--- src/rtl/apb_master_ctrl_pkg.sv ---
// Shared definitions for the APB master controller and its neighbours.
//   - FSM state codes (2-bit) and the state enum built from them
//   - default ACCESS stall limit
//   - register map of the timer block sitting on the same APB bus
package apb_master_ctrl_pkg;

  localparam logic [1:0] ST_IDLE_CODE   = 2'd0;
  localparam logic [1:0] ST_SETUP_CODE  = 2'd1;
  localparam logic [1:0] ST_ACCESS_CODE = 2'd2;
  localparam logic [1:0] ST_RESP_CODE   = 2'd3;

  typedef enum logic [1:0] {
    ST_IDLE   = ST_IDLE_CODE,
    ST_SETUP  = ST_SETUP_CODE,
    ST_ACCESS = ST_ACCESS_CODE,
    ST_RESP   = ST_RESP_CODE
  } apb_state_t;

  localparam int TIMEOUT_CYCLES_DEFAULT = 16;

  // Timer register map: control, status, data (reload) and live count.
  localparam logic [7:0] TCR_ADDR  = 8'h00;
  localparam logic [7:0] TSR_ADDR  = 8'h01;
  localparam logic [7:0] TDR_ADDR  = 8'h02;
  localparam logic [7:0] TCNT_ADDR = 8'h03;

  // TCR bit positions
  localparam int TCR_EN_BIT   = 0;
  localparam int TCR_IE_BIT   = 1;
  localparam int TCR_AR_BIT   = 7;
  // TSR bit positions
  localparam int TSR_OVF_BIT  = 0;

endpackage

--- src/rtl/apb_master_ctrl_if.sv ---
// Bundle of the command/response handshake and the APB bus seen by the
// APB master controller.
//   cmd_*   : command channel (valid/ready) from the system side
//   rsp_*   : response channel (valid/ready) back to the system side
//   P*      : APB initiator signals toward the slave
// Modports:
//   master : the controller's view (drives cmd_ready, rsp_*, PSEL..PWDATA)
//   slave  : the surrounding logic's view (drives cmd_*, rsp_ready, PRDATA,
//            PREADY, PSLVERR)
interface apb_master_ctrl_if #(
  parameter int ADDR_WIDTH = 8,
  parameter int DATA_WIDTH = 8
);

  logic                  cmd_valid;
  logic                  cmd_ready;
  logic                  cmd_write;
  logic [ADDR_WIDTH-1:0] cmd_addr;
  logic [DATA_WIDTH-1:0] cmd_wdata;

  logic                  rsp_valid;
  logic                  rsp_ready;
  logic [DATA_WIDTH-1:0] rsp_rdata;
  logic                  rsp_err;
  logic                  rsp_timeout;

  logic                  PSEL;
  logic                  PENABLE;
  logic                  PWRITE;
  logic [ADDR_WIDTH-1:0] PADDR;
  logic [DATA_WIDTH-1:0] PWDATA;
  logic [DATA_WIDTH-1:0] PRDATA;
  logic                  PREADY;
  logic                  PSLVERR;

  modport master (
    input  cmd_valid, cmd_write, cmd_addr, cmd_wdata, rsp_ready,
           PRDATA, PREADY, PSLVERR,
    output cmd_ready, rsp_valid, rsp_rdata, rsp_err, rsp_timeout,
           PSEL, PENABLE, PWRITE, PADDR, PWDATA
  );

  modport slave (
    output cmd_valid, cmd_write, cmd_addr, cmd_wdata, rsp_ready,
           PRDATA, PREADY, PSLVERR,
    input  cmd_ready, rsp_valid, rsp_rdata, rsp_err, rsp_timeout,
           PSEL, PENABLE, PWRITE, PADDR, PWDATA
  );

endinterface

--- src/rtl/apb_wait_timer.sv ---
// Saturating wait-state counter used to bound the APB ACCESS phase.
//   clk : clock, rising edge
//   rst : synchronous active-high reset (count -> 0)
//   clr : synchronous clear (count -> 0), dominant over en
//   en  : count one stalled cycle at this edge
//   tc  : terminal count - the count reaches MAX at this edge (en high and
//         count == MAX-1); never asserted when MAX == 0
module apb_wait_timer #(
  parameter int MAX = 16
) (
  input  logic clk,
  input  logic rst,
  input  logic clr,
  input  logic en,
  output logic tc
);

  // MAX == 0 disables the limit; keep a legal 1-bit counter in that case.
  localparam int CW  = (MAX < 1) ? 1 : $clog2(MAX + 1);
  localparam int SAT = (MAX < 1) ? 1 : MAX;
  localparam logic [CW-1:0] SAT_C  = CW'(SAT);
  localparam logic [CW-1:0] LAST_C = CW'(SAT - 1);

  logic [CW-1:0] count;

  always_ff @(posedge clk) begin
    if (rst || clr) begin
      count <= '0;
    end else if (en && (count != SAT_C)) begin
      count <= count + CW'(1);
    end
  end

  assign tc = (MAX != 0) && en && (count == LAST_C);

endmodule

--- src/rtl/apb_master_ctrl.sv ---
// APB initiator: turns one command on the cmd channel into a single APB
// read or write (SETUP then ACCESS, waiting on PREADY) and returns the
// result on the rsp channel. A stalled ACCESS is aborted after
// TIMEOUT_CYCLES cycles of PREADY low (0 disables the abort).
// Ports:
//   PCLK   : clock, all logic on the rising edge
//   PRESET : synchronous active-high reset; abandons any transfer
//   bus    : apb_master_ctrl_if.master - cmd/rsp handshake and APB signals
// Every output on bus is a flop.
module apb_master_ctrl
  import apb_master_ctrl_pkg::*;
#(
  parameter int ADDR_WIDTH     = 8,
  parameter int DATA_WIDTH     = 8,
  parameter int TIMEOUT_CYCLES = TIMEOUT_CYCLES_DEFAULT
) (
  input  logic              PCLK,
  input  logic              PRESET,
  apb_master_ctrl_if.master bus
);

  apb_state_t state, state_next;

  logic                  wait_clr;
  logic                  wait_en;
  logic                  wait_tc;
  logic [ADDR_WIDTH-1:0] addr_d;
  logic [DATA_WIDTH-1:0] wdata_d;
  logic [DATA_WIDTH-1:0] rdata_d;

  assign addr_d  = bus.cmd_addr;
  assign wdata_d = bus.cmd_wdata;
  // Writes report zero read data.
  assign rdata_d = bus.PWRITE ? '0 : bus.PRDATA;

  // The wait count restarts for every transfer (entry to SETUP) and only
  // advances on stalled ACCESS cycles.
  assign wait_clr = (state == ST_IDLE) && bus.cmd_valid;
  assign wait_en  = (state == ST_ACCESS) && !bus.PREADY;

  apb_wait_timer #(
    .MAX (TIMEOUT_CYCLES)
  ) u_wait_timer (
    .clk (PCLK),
    .rst (PRESET),
    .clr (wait_clr),
    .en  (wait_en),
    .tc  (wait_tc)
  );

  always_ff @(posedge PCLK) begin
    if (PRESET) begin
      state <= ST_IDLE;
    end else begin
      state <= state_next;
    end
  end

  always_comb begin
    state_next = state;
    case (state)
      ST_IDLE:   if (bus.cmd_valid) state_next = ST_SETUP;
      ST_SETUP:  state_next = ST_ACCESS;
      // PREADY is checked first so a ready slave wins over a same-cycle abort.
      ST_ACCESS: if (bus.PREADY || wait_tc) state_next = ST_RESP;
      ST_RESP:   if (bus.rsp_ready) state_next = ST_IDLE;
      default:   state_next = ST_IDLE;
    endcase
  end

  always_ff @(posedge PCLK) begin
    if (PRESET) begin
      bus.cmd_ready   <= 1'b1;
      bus.PSEL        <= 1'b0;
      bus.PENABLE     <= 1'b0;
      bus.PWRITE      <= 1'b0;
      bus.PADDR       <= '0;
      bus.PWDATA      <= '0;
      bus.rsp_valid   <= 1'b0;
      bus.rsp_rdata   <= '0;
      bus.rsp_err     <= 1'b0;
      bus.rsp_timeout <= 1'b0;
    end else begin
      bus.cmd_ready <= (state_next == ST_IDLE);
      case (state)
        ST_IDLE: begin
          if (bus.cmd_valid) begin
            bus.PADDR   <= addr_d;
            bus.PWRITE  <= bus.cmd_write;
            bus.PSEL    <= 1'b1;
            bus.PENABLE <= 1'b0;
            // Reads leave the last write data on PWDATA.
            if (bus.cmd_write) bus.PWDATA <= wdata_d;
          end
        end
        ST_SETUP: begin
          bus.PENABLE <= 1'b1;
        end
        ST_ACCESS: begin
          if (bus.PREADY) begin
            bus.rsp_err     <= bus.PSLVERR;
            bus.rsp_rdata   <= rdata_d;
            bus.rsp_timeout <= 1'b0;
            bus.rsp_valid   <= 1'b1;
            bus.PSEL        <= 1'b0;
            bus.PENABLE     <= 1'b0;
            bus.PWRITE      <= 1'b0;
          end else if (wait_tc) begin
            bus.rsp_err     <= 1'b1;
            bus.rsp_timeout <= 1'b1;
            bus.rsp_rdata   <= '0;
            bus.rsp_valid   <= 1'b1;
            bus.PSEL        <= 1'b0;
            bus.PENABLE     <= 1'b0;
          end
        end
        ST_RESP: begin
          if (bus.rsp_ready) bus.rsp_valid <= 1'b0;
        end
        default: ;
      endcase
    end
  end

endmodule

--- src/flat_wrapper.sv ---
// flat-port wrapper written by rule: the top's interface ports become plain ports
module apb_master_ctrl_flat import apb_master_ctrl_pkg::*;
#(
  parameter int ADDR_WIDTH     = 8,
  parameter int DATA_WIDTH     = 8,
  parameter int TIMEOUT_CYCLES = TIMEOUT_CYCLES_DEFAULT
)
  (PCLK, PRESET, bus_cmd_valid, bus_cmd_write, bus_cmd_addr, bus_cmd_wdata, bus_rsp_ready, bus_PRDATA, bus_PREADY, bus_PSLVERR, bus_cmd_ready, bus_rsp_valid, bus_rsp_rdata, bus_rsp_err, bus_rsp_timeout, bus_PSEL, bus_PENABLE, bus_PWRITE, bus_PADDR, bus_PWDATA);
  apb_master_ctrl_if #(.ADDR_WIDTH(ADDR_WIDTH), .DATA_WIDTH(DATA_WIDTH)) bus_i ();
  input  logic PCLK;
  input  logic PRESET;
  input wire logic [$bits(bus_i.cmd_valid)-1:0] bus_cmd_valid;
  input wire logic [$bits(bus_i.cmd_write)-1:0] bus_cmd_write;
  input wire logic [$bits(bus_i.cmd_addr)-1:0] bus_cmd_addr;
  input wire logic [$bits(bus_i.cmd_wdata)-1:0] bus_cmd_wdata;
  input wire logic [$bits(bus_i.rsp_ready)-1:0] bus_rsp_ready;
  input wire logic [$bits(bus_i.PRDATA)-1:0] bus_PRDATA;
  input wire logic [$bits(bus_i.PREADY)-1:0] bus_PREADY;
  input wire logic [$bits(bus_i.PSLVERR)-1:0] bus_PSLVERR;
  output wire logic [$bits(bus_i.cmd_ready)-1:0] bus_cmd_ready;
  output wire logic [$bits(bus_i.rsp_valid)-1:0] bus_rsp_valid;
  output wire logic [$bits(bus_i.rsp_rdata)-1:0] bus_rsp_rdata;
  output wire logic [$bits(bus_i.rsp_err)-1:0] bus_rsp_err;
  output wire logic [$bits(bus_i.rsp_timeout)-1:0] bus_rsp_timeout;
  output wire logic [$bits(bus_i.PSEL)-1:0] bus_PSEL;
  output wire logic [$bits(bus_i.PENABLE)-1:0] bus_PENABLE;
  output wire logic [$bits(bus_i.PWRITE)-1:0] bus_PWRITE;
  output wire logic [$bits(bus_i.PADDR)-1:0] bus_PADDR;
  output wire logic [$bits(bus_i.PWDATA)-1:0] bus_PWDATA;
  assign bus_i.cmd_valid = bus_cmd_valid;
  assign bus_i.cmd_write = bus_cmd_write;
  assign bus_i.cmd_addr = bus_cmd_addr;
  assign bus_i.cmd_wdata = bus_cmd_wdata;
  assign bus_i.rsp_ready = bus_rsp_ready;
  assign bus_i.PRDATA = bus_PRDATA;
  assign bus_i.PREADY = bus_PREADY;
  assign bus_i.PSLVERR = bus_PSLVERR;
  assign bus_cmd_ready = bus_i.cmd_ready;
  assign bus_rsp_valid = bus_i.rsp_valid;
  assign bus_rsp_rdata = bus_i.rsp_rdata;
  assign bus_rsp_err = bus_i.rsp_err;
  assign bus_rsp_timeout = bus_i.rsp_timeout;
  assign bus_PSEL = bus_i.PSEL;
  assign bus_PENABLE = bus_i.PENABLE;
  assign bus_PWRITE = bus_i.PWRITE;
  assign bus_PADDR = bus_i.PADDR;
  assign bus_PWDATA = bus_i.PWDATA;
  apb_master_ctrl #(.ADDR_WIDTH(ADDR_WIDTH), .DATA_WIDTH(DATA_WIDTH), .TIMEOUT_CYCLES(TIMEOUT_CYCLES)) u_core (.PCLK(PCLK), .PRESET(PRESET), .bus(bus_i));
endmodule
--- config.mk ---
export PLATFORM = sky130hd
export DESIGN_NAME = apb_master_ctrl_flat
export DESIGN_NICKNAME = d
export VERILOG_FILES = /design/src/rtl/apb_master_ctrl_pkg.sv /design/src/rtl/apb_master_ctrl_if.sv /design/src/rtl/apb_wait_timer.sv /design/src/rtl/apb_master_ctrl.sv /design/src/flat_wrapper.sv
export SDC_FILE = /design/constraint.sdc
export NUM_CORES = 1
export LEC_CHECK = 0
export ABC_CLOCK_PERIOD_IN_PS = 2200
export BUFFER_PORTS_ARGS = -buffer_cell sky130_fd_sc_hd__buf_2
export CORE_ASPECT_RATIO = 2
export CORE_UTILIZATION = 49
export CTS_BUF_LIST = sky130_fd_sc_hd__clkbuf_8
export DETAILED_ROUTE_END_ITERATION = 8
export PLACE_DENSITY = 0.77
export SYNTH_ARGS = -nofsm -noshare
export SYNTH_HDL_FRONTEND = slang
export SYNTH_HIERARCHICAL = 1
export SYNTH_SLANG_ARGS = --single-unit
--- constraint.sdc ---
create_clock -name PCLK -period 2.2 [get_ports PCLK]
set_input_delay 0.11 -clock PCLK [delete_from_list [all_inputs] [get_ports PCLK]]
set_output_delay 0.11 -clock PCLK [all_outputs]
set_load 0.005 [all_outputs]
==> flow_summary.ini, run 1 <==
[run_status]
status = finished clean

[job]
drv_cap = 0

[routing]
routed_wl_mm = 3.05
vias = 1311
drc = 0
routedWlPerCell_um = 12.0
drtPass1Iterations = 4
postRouteAntennaNets = 0
drt-vias-per-instance = 5.16
drt-initial-drc-count = 26

[die]
die_height_um = 80.4
die_width_um = 41.2
rows = 28
initial_core_util_pct = 51.2
num_io_pins = 62
core_um2 = 2940
dieArea_um2 = 3310

[min_path]
hold_path.class = in2reg

[cts]
clock_path_buffers = 2
clkSinkCount = 38
worstSkewPairLatency_ns = 0.28
ctsHoldBuffers = 0
clockRootBuffer = clkbuf_8
htree_levels = 2
clk_pin_slew_ns = 0.07
cts_setup_buffers = 0
cts_tree = built
cts-buffers-inserted = 5
cts_resized = 0

[grt]
grt_max_degree = 28
antenna_found_initial = 0
track_usage_pct = 20.8
first_global_vias = 1211
grt_pass1_wl_mm = 4.65
grt-ovfl-total = 0

[synthesis]
syn_inst = 162
ys_seq_elements = 38
ys_warn_count = 6
synth_nets = 196
syn_area_um2 = 1510
seq_area_frac_synth_pct = 50.5
avgSynthCellArea_um2 = 9.30
synth.distinct_cells = 39

[timing]
hold_viol = 0
hold_ws_ns = 0.0432
fin_worst_skew_ns = 0.00306
fmax_ghz = 0.520
setup_viol = 0
slew_viol_final = 0
period_share_pct = 87.5
rsz0062_at_grt = false
worst_pin_slew_ns = 0.528
fin_crit_ns = 1.92
max_slew_margin_pct = 64.8
final.setup.tns_ns = 0

[setup_path]
cp_slowest_stage_delay_ns = 0.33
crit_top_cell = ha_1
startpoint_type = flip-flop
crit_fanout = 8
crit_slowest_cell = dfxtp_1
worstSetupEndpointType = flip-flop
worstPathRequired_ns = 2.43
crit_chain = ha_1 -> and3_1 -> ha_1 -> and2_1 -> or2_2 -> a21oi_2 -> a22o_1
crit_type = reg2reg
worstPathArrival_ns = 2.15

[finish]
finish.utilization_pct = 64.4
drive_above_1_share_pct = 36.2
area_growth_pct = 25.7
nNetsFinal = 258
final_cells = 254
final_area_um2 = 1890
diodes = 0

[power_and_ir_drop]
p_leak_uw = 0.000891
vdd_ir_drop_max_v = 0.000487
power_density_nw_per_um2 = 718

[placement]
place_area_um2 = 1820
port_buffers = 61
placed_cells = 247
place_hpwl_mm = 2.28
gp_congestion = 0.684
==> critical path, delay by kind of cell (launching register included) <==
kind | cells | cell delay (ns)
adder cells (fa/ha/maj) | 2 | 0.40
AND/OR/NAND/NOR | 3 | 0.65
AO/OA/AOI/OAI | 2 | 0.50
flip-flops | 1 | 0.33
==> placed cells by master, fill, tap and decap left out, types with 2 or more instances in the layout <==
cell       n
xor2_1     2
buf_4      2
clkinv_2   2
nor2_1     5
mux2i_1    2
buf_2     61
a22o_1     8
clkbuf_8   5
o21ai_0    2
nand2_1   40
nand3_1    2
inv_1      4
a31oi_1    2
dfxtp_1   38
ha_1       3
a21oi_1   22
==> where the power goes <==
group          internal [uW]  switching, uW  leakage [uW]
logic                   86.7            101      0.000537
registers                725           17.0      0.000310
clock network            212            219     0.0000438
total                   1020            337      0.000891
==> cells by family after synthesis <==
family	Yosys count	share of synthesized area (%)
simple gates	65	23.3
compound gates	39	16.4
flops	38	50.5
buf+inv	13	4.82
fa+ha+maj	3	2.49
xor+xnor	2	1.16
mux	2	1.33
==> metrics by stage <==
| stage | setup slack (ns) | total power (uW) |
|---|---|---|
| 6_report | 0.276 | 1360 |
| 5_1_grt | 0.174 | 1430 |
| 4_1_cts | 0.267 | 1380 |
| 3_5_place_dp | 0.278 | 946 |
| 3_3_place_gp | 0.330 | 945 |
| 2_1_floorplan | 0.421 | 873 |
==> synthesized netlist by cell type <==
| cell | n | share of area, % |
|---|---|---|
| nand2_1 | 40 | 10 |
| dfxtp_1 | 38 | 50 |
| a21oi_1 | 22 | 7.3 |
| a22o_1 | 8 | 4.7 |
| clkbuf_1 | 5 | 1.2 |
| nor2_1 | 5 | 1.2 |
| inv_1 | 4 | 1.0 |
| ha_1 | 3 | 2.5 |
| a31oi_1 | 2 | 0.83 |
| buf_6 | 2 | 1.5 |
| mux2i_1 | 2 | 1.3 |
| nand3_1 | 2 | 0.66 |
| o21ai_0 | 2 | 0.66 |
| xor2_1 | 2 | 1.2 |
| a21oi_2 | 1 | 0.58 |
| a31oi_2 | 1 | 0.83 |
| and2_1 | 1 | 0.42 |
| and2b_1 | 1 | 0.50 |
| and3_1 | 1 | 0.42 |
| and4bb_2 | 1 | 0.83 |
| buf_4 | 1 | 0.50 |
| clkinv_4 | 1 | 0.58 |
| nand2_2 | 1 | 0.42 |
| nand2b_1 | 1 | 0.42 |
| nand3b_1 | 1 | 0.50 |
| nand3b_4 | 1 | 1.3 |
| nand4_1 | 1 | 0.42 |
| nand4bb_1 | 1 | 0.75 |
| nand4bb_4 | 1 | 1.8 |
| nor2_2 | 1 | 0.42 |
| nor3_1 | 1 | 0.33 |
| nor3_2 | 1 | 0.66 |
| nor3b_1 | 1 | 0.50 |
| o21a_1 | 1 | 0.50 |
| o221ai_1 | 1 | 0.58 |
| o31ai_1 | 1 | 0.50 |
| or2_2 | 1 | 0.42 |
| or2b_1 | 1 | 0.50 |
| or3b_4 | 1 | 0.75 |
==> path summary, 6_finish.rpt <==
kind                                     start                 endpoint  slack [ns]  cells after the start
setup / recovery  u_core/u_wait_timer/count[0]  u_core/bus.rsp_rdata[5]        0.28                      7
hold / removal                   bus_PRDATA[4]  u_core/bus.rsp_rdata[4]        0.04                      2
setup reg to reg  u_core/u_wait_timer/count[0]  u_core/bus.rsp_rdata[5]        0.28                      7
hold reg to reg           u_core/bus.PWDATA[0]     u_core/bus.PWDATA[0]        0.45                      2
==> area by class of cell <==
| cell class | instances | area, um2 |
|---|---|---|
| Sequential cell | 38 | 761 |
| Clock buffer | 5 | 68.8 |
| Inverter | 5 | 23.8 |
| Clock inverter | 2 | 10.0 |
| Timing Repair Buffer | 63 | 320 |
| Tap cell | 30 | 37.5 |
| Multi-Input combinational cell | 111 | 673 |
| Fill cell | 259 | 1050 |
==> flip-flops by register name (all words and copies together) (netlist names), 2 cells and up <==
name,flops
u_core/bus.PADDR,8
u_core/bus.PWDATA,8
u_core/bus.rsp_rdata,8
u_core/state,2
u_core/u_wait_timer/count,5
==> routing by layer <==
| metal | vias to the layer above | routed length, um | track usage, % |
|---|---|---|---|
| li1 | 676 | - | - |
| met1 | 582 | 1110 | 17.0 |
| met2 | 45 | 1670 | 38.3 |
| met3 | 8 | 199 | 7.73 |
| met4 | 0 | 69 | 9.68 |
| met5 | - | 0 | 0 |
Note: power is estimated with default switching activity, not from simulation.
==> inputs of run 2 (changes only) <==
--- a/config.mk
+++ b/config.mk
@@ -8,10 +8,10 @@
 export ABC_CLOCK_PERIOD_IN_PS = 2200
 export BUFFER_PORTS_ARGS = -buffer_cell sky130_fd_sc_hd__buf_2
 export CORE_ASPECT_RATIO = 2
-export CORE_UTILIZATION = 49
+export CORE_UTILIZATION = 40
 export CTS_BUF_LIST = sky130_fd_sc_hd__clkbuf_8
 export DETAILED_ROUTE_END_ITERATION = 8
-export PLACE_DENSITY = 0.77
+export PLACE_DENSITY_LB_ADDON = 0.2
 export SYNTH_ARGS = -nofsm -noshare
 export SYNTH_HDL_FRONTEND = slang
 export SYNTH_HIERARCHICAL = 1
==> flow_summary.ini, run 2 (same netlist as run 1, synthesis figures left out) <==
[die]
die_width_um = 45.4
core_um2 = 3610
rows = 31
dieArea_um2 = 4030
die_height_um = 88.8
num_io_pins = 62
initial_core_util_pct = 41.8

[timing]
worst_pin_slew_ns = 0.525
max_slew_margin_pct = 65.0
hold_ws_ns = 0.0353
fin_crit_ns = 1.92
fmax_ghz = 0.521
period_share_pct = 87.2
fin_worst_skew_ns = 0.00554
setup_viol = 0
slew_viol_final = 0
rsz0062_at_grt = false
final.setup.tns_ns = 0
hold_viol = 0

[routing]
routedWlPerCell_um = 12.1
vias = 1350
drt-initial-drc-count = 14
routed_wl_mm = 3.32
drtPass1Iterations = 4
drt-vias-per-instance = 4.93
postRouteAntennaNets = 0
drc = 0

[finish]
drive_above_1_share_pct = 36.0
final_cell_mix = buf_2, nand2_1, dfxtp_1
final_common_cell = buf_2
finish.utilization_pct = 53.5
reg_top3 = u_core/bus.PADDR x8, u_core/bus.PWDATA x8, u_core/bus.rsp_rdata x8
area_growth_pct = 28.2
diodes = 0
final_cells = 274
nNetsFinal = 258

[job]
drv_cap = 0

[power_and_ir_drop]
power.total_uw = 1420
p_leak_uw = 0.000900
vdd_ir_drop_max_v = 0.000501
power_density_nw_per_um2 = 734

[placement]
gp_congestion = 0.735
placed_cells = 266
place_hpwl_mm = 2.49
port_buffers = 61

[cts]
clockRootBuffer = clkbuf_8
clk_pin_slew_ns = 0.07
clkSinkCount = 38
clock_path_buffers = 2
cts_tree = built
cts_setup_buffers = 0
worstSkewPairLatency_ns = 0.28
htree_levels = 2
cts_resized = 0
ctsHoldBuffers = 0
cts-buffers-inserted = 5

[grt]
track_usage_pct = 17.5
antenna_found_initial = 0
grt-ovfl-total = 0
grt_pass1_wl_mm = 5.18
grt_max_degree = 28
first_global_vias = 1251

[setup_path]
crit_slowest_cell = dfxtp_1
reg2reg_slack_ns = 0.28
startpoint_type = flip-flop
r2r_start = u_core/u_wait_timer/count[0]
worstSetupEndpointType = flip-flop
cp_slowest_stage_delay_ns = 0.34
worstPathArrival_ns = 2.15
worstPathRequired_ns = 2.43
crit_type = reg2reg
crit_chain = ha_1 -> and3_1 -> ha_1 -> and2_1 -> or2_2 -> a21oi_2 -> a22o_1
reg2reg_depth = 7
r2r_end = u_core/bus.rsp_rdata[4]
crit_fanout = 8
crit_top_cell = ha_1

[min_path]
hold_depth = 2
hold_path.class = in2reg
min_from = bus_PRDATA[5]
hold_path_end = u_core/bus.rsp_rdata[5]

[run_status]
status = finished clean
==> run 2: cell count changes in the layout (fill, tap and decap cells not counted), sizes merged <==
cell    change
clkbuf      +1
clkinv      -1
inv         +1
==> run 2: worst max-delay path: cells and delay by family (launching register included) <==
kind | cells | cell delay, ns
compound gates | 2 | 0.51
flops | 1 | 0.34
fa+ha+maj | 2 | 0.39
simple gates | 3 | 0.63
==> run 2: final cells by class <==
type / count / area [um2]
inverters: 5 / 23.8
multi-input cells: 111 / 673
well taps: 49 / 61.3
repair buffers: 63 / 320
fillers: 365 / 1680
clock inverters: 2 / 8.76
flip-flops and latches: 38 / 761
clock buffers: 6 / 82.6
==> run 2: worst max-delay path by stage <==
stage / startpoint / endpoint / slack [ns] / depth (start not counted)
2_1_floorplan: u_core/u_wait_timer/count[0] / u_core/bus.rsp_rdata[0] / 0.42 / 7
3_3_place_gp: u_core/u_wait_timer/count[0] / u_core/bus.rsp_rdata[7] / 0.31 / 7
3_5_place_dp: u_core/u_wait_timer/count[0] / u_core/bus.rsp_rdata[4] / 0.29 / 7
4_1_cts: u_core/u_wait_timer/count[0] / u_core/bus.rsp_rdata[4] / 0.28 / 7
5_1_grt: u_core/u_wait_timer/count[0] / u_core/bus.rsp_rdata[4] / 0.12 / 7
6_report: u_core/u_wait_timer/count[0] / u_core/bus.rsp_rdata[4] / 0.28 / 7
==> run 2: report_power, final <==
part	internal, uW	total [uW]	leakage [uW]	switching [uW]
Combinational	86.7	190	0.000537	103
Clock	248	486	0.0000524	238
Sequential	724	742	0.000310	18.0
Total	1060	1420	0.000900	359
==> run 2: layer usage <==
layer  vias up  global-route usage, %  share of wire [%]
li1        673                      -                  -
met1       627                   16.9                 38
met2        45                   32.2                 54
met3         5                   4.29                5.4
met4         0                   8.82                1.8
met5         -                      0                  0
==> run 2: through the flow <==
step	setup slack [ns]	instance area (um2)
after floorplan	0.421	1510
final	0.281	1930
after global routing	0.119	1930
after CTS	0.280	1930
after detailed placement	0.287	1840
after global placement	0.313	1840
